<file path="config.mk">
export PLATFORM = sky130hd
export DESIGN_NAME = acf_normalise_buffer_flat
export DESIGN_NICKNAME = d
export VERILOG_FILES = /design/src/rtl/acf_normalise_buffer_if.sv /design/src/rtl/acf_normalise_buffer.sv /design/src/flat_wrapper.sv
export SDC_FILE = /design/constraint.sdc
export NUM_CORES = 2
export LEC_CHECK = 0
export ABC_AREA = 1
export CORE_AREA = 2 2 416 418
export DETAILED_ROUTE_END_ITERATION = 8
export DIE_AREA = 0 0 418 420
export GPL_ROUTABILITY_DRIVEN = 0
export SLEW_MARGIN = 20
export SYNTH_ARGS = -nofsm -noshare
export SYNTH_HDL_FRONTEND = slang
export SYNTH_SLANG_ARGS = --single-unit
</file>
<file path="constraint.sdc">
create_clock -name iClock -period 7.7 [get_ports iClock]
set_clock_uncertainty 0.05 [all_clocks]
set_input_delay 1.925 -clock iClock [delete_from_list [all_inputs] [get_ports iClock]]
set_output_delay 1.925 -clock iClock [all_outputs]
set_load 0.01 [all_outputs]
</file>
<file path="src/rtl/acf_normalise_buffer_if.sv">
`default_nettype none
// ============================================================================
//  Module   : acf_normalise_buffer_if
//  Purpose  : Bundles the ACF input stream, the normalised output stream and
//             the overflow flag of acf_normalise_buffer.
//  Signals  : iACF/iValid   - ACF words from the autocorrelator (no stall)
//             oACF/oLag/oShift/oValid/iReady - normalised lags, valid/ready
//             oOverflow     - sticky "input word dropped"
//  Modports : slave  - the buffer itself
//             master - the surrounding environment (upstream + downstream)
//  Revision : 1.0  initial release
// ============================================================================
interface acf_normalise_buffer_if #(
    parameter int IN_W  = 43,
    parameter int OUT_W = 32
);
    logic [IN_W-1:0]  iACF;
    logic             iValid;
    logic [OUT_W-1:0] oACF;
    logic [3:0]       oLag;
    logic [4:0]       oShift;
    logic             oValid;
    logic             iReady;
    logic             oOverflow;

    modport slave (
        input  iACF, iValid, iReady,
        output oACF, oLag, oShift, oValid, oOverflow
    );

    modport master (
        output iACF, iValid, iReady,
        input  oACF, oLag, oShift, oValid, oOverflow
    );
endinterface
`default_nettype wire

</file>
<file path="src/rtl/acf_normalise_buffer.sv">
`default_nettype none
// ============================================================================
//  Module   : acf_normalise_buffer
//  Purpose  : Captures bursts of ORDER+1 ACF lags into a two-bank buffer,
//             picks one right shift per frame so lag 0 fits OUT_W signed,
//             and re-emits the scaled lags with a valid/ready handshake.
//  Ports    : iClock - rising-edge clock
//             iReset - asynchronous active-low reset
//             bus    - acf_normalise_buffer_if.slave (input stream, output
//                      stream, sticky overflow)
//  Options  : ACF_ROUND_EN - round-half-up with positive saturation instead
//                            of plain arithmetic-shift truncation
//  Revision : 1.0  initial release
// ============================================================================
module acf_normalise_buffer #(
    parameter int ORDER = 12,
    parameter int IN_W  = 43,
    parameter int OUT_W = 32
) (
    input  wire logic                 iClock,
    input  wire logic                 iReset,
    acf_normalise_buffer_if.slave     bus
);

    localparam logic [3:0] c_LAST  = 4'(ORDER);
    localparam logic [6:0] c_OUT_W = 7'(OUT_W);

    typedef enum logic [1:0] {
        S_IDLE = 2'd0,
        S_SCAN = 2'd1,
        S_EMIT = 2'd2
    } state_t;

    // ------------------------------------------------------------------
    // Storage and state
    // ------------------------------------------------------------------
    logic signed [IN_W-1:0] r_mem [0:1][0:ORDER];
    logic [1:0]             r_full;
    logic                   r_wr_bank;
    logic [3:0]             r_wr_idx;
    logic                   r_ovf;

    state_t                 r_state;
    logic                   r_rd_bank;
    logic [3:0]             r_rd_idx;
    logic [OUT_W-1:0]       r_acf;
    logic [3:0]             r_lag;
    logic [4:0]             r_shift;
    logic                   r_valid;

    // ------------------------------------------------------------------
    // Scaling of one lag by the frame shift
    // ------------------------------------------------------------------
    function automatic logic [OUT_W-1:0] f_norm(input logic signed [IN_W-1:0] lag,
                                                input logic [4:0]             sh);
`ifdef ACF_ROUND_EN
        logic signed [IN_W:0] sum;
        logic signed [IN_W:0] q;
        localparam logic signed [IN_W:0] c_MAXPOS =
            {{(IN_W-OUT_W+2){1'b0}}, {(OUT_W-1){1'b1}}};
        if (sh == 5'd0)
            return lag[OUT_W-1:0];
        // One extra bit keeps the half-LSB carry of a near-full-scale lag.
        sum = {lag[IN_W-1], lag} + ({{IN_W{1'b0}}, 1'b1} << (sh - 5'd1));
        q   = sum >>> sh;
        if (q > c_MAXPOS)
            return {1'b0, {(OUT_W-1){1'b1}}};
        return q[OUT_W-1:0];
`else
        return OUT_W'(lag >>> sh);
`endif
    endfunction

    // ------------------------------------------------------------------
    // Capture side
    // ------------------------------------------------------------------
    logic       w_hs;
    logic       w_free;
    logic       w_tgt_busy;
    logic       w_wr_en;
    logic       w_wr_last;
    logic [1:0] w_set;
    logic [1:0] w_clr;
    logic [1:0] w_full_nxt;

    assign w_hs   = r_valid && bus.iReady;
    // The bank being read frees on the handshake of its last lag.
    assign w_free = (r_state == S_EMIT) && w_hs && (r_rd_idx == c_LAST);
    // A write into the bank that frees this very cycle is accepted.
    assign w_tgt_busy = r_full[r_wr_bank] && !(w_free && (r_rd_bank == r_wr_bank));
    assign w_wr_en    = bus.iValid && !w_tgt_busy;
    assign w_wr_last  = w_wr_en && (r_wr_idx == c_LAST);
    assign w_set      = w_wr_last ? (2'b01 << r_wr_bank) : 2'b00;
    assign w_clr      = w_free    ? (2'b01 << r_rd_bank) : 2'b00;
    // Full flags as they will be after this edge; lets the FSM start the
    // scan in the same cycle the last word lands.
    assign w_full_nxt = r_full | w_set;

    always_ff @(posedge iClock or negedge iReset) begin
        if (!iReset) begin
            r_full    <= 2'b00;
            r_wr_bank <= 1'b0;
            r_wr_idx  <= 4'd0;
            r_ovf     <= 1'b0;
        end else begin
            r_full <= (r_full & ~w_clr) | w_set;
            if (bus.iValid && w_tgt_busy) begin
                r_ovf <= 1'b1;
            end else if (w_wr_en) begin
                if (w_wr_last) begin
                    r_wr_idx  <= 4'd0;
                    r_wr_bank <= ~r_wr_bank;
                end else begin
                    r_wr_idx  <= r_wr_idx + 4'd1;
                end
            end
        end
    end

    // Bank contents need no reset: the full flags gate every read.
    always_ff @(posedge iClock) begin
        if (w_wr_en)
            r_mem[r_wr_bank][r_wr_idx] <= bus.iACF;
    end

    // ------------------------------------------------------------------
    // Shift selection from lag 0 of the bank being read
    // ------------------------------------------------------------------
    logic signed [IN_W-1:0] w_lag0;
    logic [6:0]             w_msb;
    logic [4:0]             w_shift;
    logic [3:0]             w_next_idx;
    logic signed [IN_W-1:0] w_next_word;

    assign w_lag0 = r_mem[r_rd_bank][0];

    always_comb begin
        w_msb = 7'd0;
        for (int i = 0; i < IN_W; i++) begin
            if (w_lag0[i])
                w_msb = 7'(i);
        end
        w_shift = 5'd0;
        if ((w_lag0 != '0) && ((w_msb + 7'd2) > c_OUT_W))
            w_shift = 5'(w_msb + 7'd2 - c_OUT_W);
    end

    // Clamp keeps the read index inside the bank on the last lag.
    assign w_next_idx  = (r_rd_idx == c_LAST) ? r_rd_idx : (r_rd_idx + 4'd1);
    assign w_next_word = r_mem[r_rd_bank][w_next_idx];

    // ------------------------------------------------------------------
    // Output FSM
    // ------------------------------------------------------------------
    always_ff @(posedge iClock or negedge iReset) begin
        if (!iReset) begin
            r_state   <= S_IDLE;
            r_rd_bank <= 1'b0;
            r_rd_idx  <= 4'd0;
            r_acf     <= '0;
            r_lag     <= 4'd0;
            r_shift   <= 5'd0;
            r_valid   <= 1'b0;
        end else begin
            case (r_state)
                S_IDLE: begin
                    // Banks fill and drain in strict alternation, so the
                    // read pointer always names the oldest full bank.
                    if (w_full_nxt[r_rd_bank])
                        r_state <= S_SCAN;
                end
                S_SCAN: begin
                    r_shift  <= w_shift;
                    r_acf    <= f_norm(w_lag0, w_shift);
                    r_lag    <= 4'd0;
                    r_rd_idx <= 4'd0;
                    r_valid  <= 1'b1;
                    r_state  <= S_EMIT;
                end
                S_EMIT: begin
                    if (w_hs) begin
                        if (r_rd_idx == c_LAST) begin
                            r_valid   <= 1'b0;
                            r_rd_bank <= ~r_rd_bank;
                            r_state   <= w_full_nxt[~r_rd_bank] ? S_SCAN : S_IDLE;
                        end else begin
                            r_rd_idx <= w_next_idx;
                            r_lag    <= w_next_idx;
                            r_acf    <= f_norm(w_next_word, r_shift);
                        end
                    end
                end
                default: begin
                    r_state <= S_IDLE;
                    r_valid <= 1'b0;
                end
            endcase
        end
    end

    assign bus.oACF      = r_acf;
    assign bus.oLag      = r_lag;
    assign bus.oShift    = r_shift;
    assign bus.oValid    = r_valid;
    assign bus.oOverflow = r_ovf;

endmodule
`default_nettype wire

</file>
<file path="src/flat_wrapper.sv">
// flat-port wrapper written by rule: the top's interface ports become plain ports
module acf_normalise_buffer_flat 
#(
    parameter int ORDER = 12,
    parameter int IN_W  = 43,
    parameter int OUT_W = 32
)
  (iClock, iReset, bus_iACF, bus_iValid, bus_iReady, bus_oACF, bus_oLag, bus_oShift, bus_oValid, bus_oOverflow);
  acf_normalise_buffer_if #(.IN_W(IN_W), .OUT_W(OUT_W)) bus_i ();
  input  wire logic iClock;
  input  wire logic iReset;
  input wire logic [$bits(bus_i.iACF)-1:0] bus_iACF;
  input wire logic [$bits(bus_i.iValid)-1:0] bus_iValid;
  input wire logic [$bits(bus_i.iReady)-1:0] bus_iReady;
  output wire logic [$bits(bus_i.oACF)-1:0] bus_oACF;
  output wire logic [$bits(bus_i.oLag)-1:0] bus_oLag;
  output wire logic [$bits(bus_i.oShift)-1:0] bus_oShift;
  output wire logic [$bits(bus_i.oValid)-1:0] bus_oValid;
  output wire logic [$bits(bus_i.oOverflow)-1:0] bus_oOverflow;
  assign bus_i.iACF = bus_iACF;
  assign bus_i.iValid = bus_iValid;
  assign bus_i.iReady = bus_iReady;
  assign bus_oACF = bus_i.oACF;
  assign bus_oLag = bus_i.oLag;
  assign bus_oShift = bus_i.oShift;
  assign bus_oValid = bus_i.oValid;
  assign bus_oOverflow = bus_i.oOverflow;
  acf_normalise_buffer #(.ORDER(ORDER), .IN_W(IN_W), .OUT_W(OUT_W)) u_core (.iClock(iClock), .iReset(iReset), .bus(bus_i));
endmodule
</file>
Word-level counts from Yosys, hierarchy flattened
Memory sizes are Yosys's and may differ from the RTL's.
Cells that the tools add are included.
Cells by class
  add/sub/neg operators: 4
  $mul: 0
  div/mod/pow operators: 0
  order comparisons: 7
  equality and inequality tests: 9
  shifts and indexed selects: 4
  mux-type cells: 74
  bitwise operators: 10
  reduce and logical (&&, ||, !) cells: 21
Operator list (number)
  2-to-1 mux 559 bit: 1
  binary-select mux 43 bit (select 4 bit): 1
  demux 43 bit (select 4 bit): 1
  2-to-1 mux 43 bit: 3
  >>> shifter 43 x 5 -> 32 bit: 2
  2-to-1 mux 5 bit: 17
  2-to-1 mux 6 bit: 11
  2-to-1 mux 32 bit: 2
  one-hot mux 32 bit (2 select lines): 1
  2-to-1 mux 4 bit: 12
  nonzero test 43 bit: 1
  AND reduction 3 bit: 5
  2-to-1 mux 2 bit: 7
  2-to-1 mux 3 bit: 4
  2-to-1 mux 1 bit: 11
  >= comparator 5 bit (second input constant): 2
  logical AND 1 bit: 10
  NOT 4 -> 5 bit: 2
  adder 4 x 1 -> 4 bit (second input constant): 2
  equality test 4 bit (second input constant): 2
  one-hot mux 4 bit (2 select lines): 1
  adder 6 x 2 -> 7 bit (second input constant): 1
  > comparator 7 x 6 -> 1 bit (second input constant): 1
  < comparator 1 x 2 -> 1 bit (second input constant): 3
  other kinds (18): 26
Word-level totals
  register bits after elaboration: 53
  bits in latches: 0
  RAM bits: 1118
  bits in read-only memories: 0
  word-level logic and storage cells: 140
  memories kept: 1
Memories
  u_core.r_mem: depth 2, width 559, rd ports 1, clocked after memory_dff 0, write ports 1, line acf_normalise_buffer.sv:37  | logic signed [IN_W-1:0] r_mem [0:1][0:ORDER];

Longest topological paths before layout
An unclocked memory read counts as a cell.
  depth in word-level cells: 49
  mapped depth: 55
  mapped depth without buffers: 54

Worst setup path before layout
OpenSTA, ideal clock, no wires.
  kind: input-to-reg
  start point: input bus_iReady
  end point: register u_core.r_valid (netlist: u_core.bus.oValid)
  setup time: 123 ps
  arrival time: 5495 ps
  required time: 7527 ps
  setup slack: 2031 ps
  cell stages on the path: 16
  buffers on the path: 0
  cells stage by stage: nand2_1 > nor2_1 > nand2_1 > o21ai_0 > nor2_1 > a31oi_1 > nand2_1 > inv_1 > nand2_1 > nor2_1 > or2_2 > nand2_1 > nand3_1 > nand2_1 > o21ai_0 > nand2_1
Between the ends
  cells in the longest elaborated chain, start to end: 3
Ends and longest elaborated chain
  start: declaration: line flat_wrapper.sv:14  | input wire logic [$bits(bus_i.iReady)-1:0] bus_iReady;
  logical AND 1 bit: line acf_normalise_buffer.sv:86  | assign w_hs = r_valid && bus.iReady;
  != test 2 x 1 -> 1 bit (no source line)
  AND reduction 3 bit (no source line)
  end signal: assignment: line acf_normalise_buffer.sv:163  | r_valid <= 1'b0;
  end signal: assignment: line acf_normalise_buffer.sv:177  | r_valid <= 1'b1;
  end signal: assignment: line acf_normalise_buffer.sv:183  | r_valid <= 1'b0;
  end: declaration: line acf_normalise_buffer.sv:49  | logic r_valid;
Every way passes these cells.
A chain may end at the register's enable or synchronous reset.

Final worst setup path
  start point: register u_core.r_rd_idx[0]
  end point: register u_core.r_acf[24] (netlist: u_core.bus.oACF[24])
Between the ends
  cells in the longest elaborated chain, start to end: 10
  elaborated cells on any way between the ends: 13
  classes of those cells: add/sub: 1; eq/ne: 2; shift: 1; mux: 7; bitwise: 1; reduce/logical: 1
Ends and longest elaborated chain
  start: declaration: line acf_normalise_buffer.sv:45  | logic [3:0] r_rd_idx;
  start signal: assignment: line acf_normalise_buffer.sv:187  | r_rd_idx <= w_next_idx;
  adder 4 x 1 -> 4 bit / equality test 4 bit (equally long branches): line acf_normalise_buffer.sv:149, acf_normalise_buffer.sv:182
  2-to-1 mux 4 bit: line acf_normalise_buffer.sv:149  | assign w_next_idx = (r_rd_idx == c_LAST) ? r_rd_idx : (r_rd_idx + 4'd1);
  NOT 4 -> 5 bit (not written as such): line acf_normalise_buffer.sv:150  | assign w_next_word = r_mem[r_rd_bank][w_next_idx];
  binary-select mux 43 bit (select 4 bit): line acf_normalise_buffer.sv:150
  2-to-1 mux 43 bit (not written as such) (2 in a row): line acf_normalise_buffer.sv:150
  >>> shifter 43 x 5 -> 32 bit: line acf_normalise_buffer.sv:70  | return OUT_W'(lag >>> sh);
  2-to-1 mux 32 bit: line acf_normalise_buffer.sv:182  | if (r_rd_idx == c_LAST) begin
  2-to-1 mux 32 bit: line acf_normalise_buffer.sv:181  | if (w_hs) begin
  one-hot mux 32 bit (2 select lines): line acf_normalise_buffer.sv:165  | case (r_state)
  end signal: assignment: line acf_normalise_buffer.sv:174  | r_acf <= f_norm(w_lag0, w_shift);
  end signal: assignment: line acf_normalise_buffer.sv:189  | r_acf <= f_norm(w_next_word, r_shift);
  end: declaration: line acf_normalise_buffer.sv:46  | logic [OUT_W-1:0] r_acf;
Parallel ways exist; a longest one is shown, timed or not. The select of a mux whose other input is x is not followed.

==> metrics.txt <==
CP max stage delay=0.80 ns; setup TNS=0 ns; count leader, synth=nand2_1; PnR Total Power=22,100 uW; hold_ws=0.429 ns; number of synthesized flops with an enable pin=1,118; largest net degree at the start of global routing=152; CTS tree=done; Max clock buf depth=3; yosys warns=0; Async S/R FF share, synth=0.0453; FF+latch count, synth=1,171; Power per Cell Area=378 mW/mm^2; via/cell ratio=5.41; post_cts resized=0; Worst Hold Path EP=u_core.bus.oACF[14]; Hold Crit Class=reg2reg; Core Region=between 0.15 and 0.2 sq mm; # clock sinks=1,171; Clk Latency, worst-skew pair=0.75 ns; Root Driver=clkbuf_16; Crit Path Class=reg2reg; layout cells sized above 1=0.0879; final setup fails=0; Worst Hold Depth=2; die height=420 microns; syn_area_per_cell=11.1 sq um; Post-DP Area=about 0.055 sq mm; setup bufs post-CTS=0; DIE AREA=0.176 sq mm; vias in the first global route=34,600; Nets=~4,700; FF-to-FF setup slack=1.45 ns; DR iter-0 viols=5,463; drt pass-1 iters=6; crit path cell chain=inv_1 -> ha_4 -> nand3_1 -> inv_1 -> nand2_1 -> nand2_4 -> inv_8 -> buf_12 -> o21ai_0 -> o221ai_1 -> o21ai_0 -> o31ai_1 -> nand2_1 -> nand3_1 -> o21ai_0 -> nand2_1 -> o21ai_0 -> nand2_1 -> o21ai_0 -> a211oi_1 -> nor2_1 -> a21oi_1; Chip Width=roughly 420 microns; synth unique cells=51; vias=around 38,000; Slowest-stage cell, CP=o31ai_1; maximum VDD drop=roughly 260 uV; Final Slew Violations=0; most common library cells after synthesis=1,240 x nand2_1, 1,118 x edfxtp_1, 450 x nand3_1; first-pass GRT wire length=242 mm; Final Critical Period=about 6.2 ns; H-tree lvl count=3; FF-to-FF End=u_core.bus.oACF[24]; hold buffer count at cts=0; footprint of the multi-input gates=between 0.01 and 0.015 sq mm; I/O pin count=90; startpoint types=register; worst reg2reg startpoint=u_core.r_rd_idx[0]; top cells by area, synth=edfxtp_1 66%, nand2_1 9.1%, nand3_1 4.4%, o21ai_0 3.4%, dfrtp_1 2.6%; Final period util=0.811; Netlist Area Pre-Place=~0.05 sq mm; setup repair after global routing missed its margin=false; CTS clk-pin slew, worst paths=0.06 ns; measured slew at the worst slew-check pin=around 1.3 ns; Row Count=152; gr usage total=0.184; initial antenna violation count=15; Worst path most repeated cell=o21ai_0; Port Buffers=89; Lkg Pwr=between 0.02 and 0.025 uW; Fillers=16,800; DRT antenna net count=0; cell count after synthesis=4,615; total wire length=between 150 and 200 mm; Seq. cell area=0.0349 sq mm; Detail Placement HPWL=98.9 mm; global route overflow=0; status=finished clean; Worst Path Required=~8.3 ns; TritonCTS Buffers=120; number of max-cap violations=0; Synth Net Count=4,669; Yosys top cell area share=0.658; Area growth, synth to finish=14.4%; arrival time at the worst endpoint=6.83 ns; dominant synthesized flop cell=edfxtp_1; initial cell density of the core=0.298; R2R cell count=22; Slew headroom=0.139; CP max FO=151; Hold Fails Final Rpt=0; min-delay src=u_core.bus.oACF[14]; DRC Markers=0; WL/cell=23.9 microns; cell taking the most area after synthesis=edfxtp_1; CP Capture Type=register; Finished Cell Area=0.0584 sq mm; sequential share of the synthesized area=0.684; Achievable Freq=160 MHz
==> registers in the layout, indices dropped and copies added, names as in the netlist <==
| name | count |
|---|---|
| u_core.bus.oACF | 32 |
| u_core.bus.oOverflow | 1 |
| u_core.bus.oShift | 5 |
| u_core.bus.oValid | 1 |
| u_core.r_full | 2 |
| u_core.r_mem | 1118 |
| u_core.r_rd_bank | 1 |
| u_core.r_rd_idx | 4 |
| u_core.r_state | 2 |
| u_core.r_wr_bank | 1 |
| u_core.r_wr_idx | 4 |
==> cell families after synthesis <==
group | Yosys count | share of synthesized area
flops | 1171 | 0.684
xor+xnor | 4 | 0.000687
simple gates | 2126 | 0.172
fa+ha+maj | 7 | 0.00172
mux | 12 | 0.00235
compound gates | 881 | 0.107
buf+inv | 414 | 0.0324
==> stage by stage <==
stage / instances / setup slack [ns] / util
2_1_floorplan: 4615 / 2.03 / -
3_3_place_gp: 6718 / 1.47 / 0.319
3_5_place_dp: 6719 / 1.47 / 0.319
4_1_cts: 6942 / 1.72 / 0.342
5_1_grt: 6942 / 1.10 / 0.341
6_report: 6943 / 1.45 / 0.342
==> cell usage in the layout (no fill, tap or decap), types with 26 or more instances in the layout <==
master,synthesis,routed
nand2_1,1240,1236
edfxtp_1,1118,1118
nand3_1,450,450
o21ai_0,346,344
nor2_1,333,304
a21oi_1,179,179
clkbuf_16,0,121
buf_4,4,91
inv_1,83,80
a31oi_1,80,80
clkdlybuf4s50_1,0,72
dfrtp_1,53,51
a32o_1,47,47
o31ai_1,46,46
or2_2,40,40
clkbuf_1,238,32
nor3_1,29,29
nor2_4,0,28
clkinv_2,0,26
o221ai_1,26,26
==> worst max path at each step <==
| stage | from | endpoint | depth (start not counted) |
|---|---|---|---|
| 2_1_floorplan | bus_iReady | u_core.bus.oValid | 16 |
| 3_3_place_gp | bus_iReady | u_core.r_mem[1][46] | 14 |
| 3_5_place_dp | bus_iReady | u_core.r_mem[1][47] | 14 |
| 4_1_cts | u_core.r_rd_idx[0] | u_core.bus.oACF[8] | 23 |
| 5_1_grt | u_core.r_rd_bank | u_core.bus.oACF[4] | 42 |
| 6_report | u_core.r_rd_idx[0] | u_core.bus.oACF[24] | 22 |
==> per-layer routing <==
layer | track usage | wire (microns) | vias to the layer above
met5 | 0 | 105 | -
met4 | 0.0507 | 4550 | 18
met3 | 0.0310 | 17000 | 293
met2 | 0.281 | 73800 | 2048
met1 | 0.268 | 70600 | 18600
li1 | - | - | 16600
==> critical path: cells and delay by family (launching register included) <==
family | cells | cell delay (ns)
buffers and inverters | 4 | 1.27
AO/OA/AOI/OAI | 9 | 2.52
AND/OR/NAND/NOR | 8 | 1.25
flip-flops | 1 | 0.49
adder cells (fa/ha/maj) | 1 | 0.17
==> report_power, final <==
group / internal [uW] / leakage, uW / total [uW] / switching (uW)
Clock: 3240 / 0.00188 / 5750 / 2510
Combinational: 2400 / 0.00747 / 8720 / 6320
Sequential: 7410 / 0.0107 / 7620 / 216
Total: 13000 / 0.0200 / 22100 / 9040
==> cell type report <==
type	count	area share
Sequential cell	1171	0.598
Clock inverter	69	0.0120
Timing Repair Buffer	192	0.0297
Clock buffer	154	0.0541
Inverter	93	0.00634
Antenna cell	1	0.0000429
Multi-Input combinational cell	3030	0.252
Tap cell	2233	0.0478
Note: power is estimated with default switching activity, not from simulation.
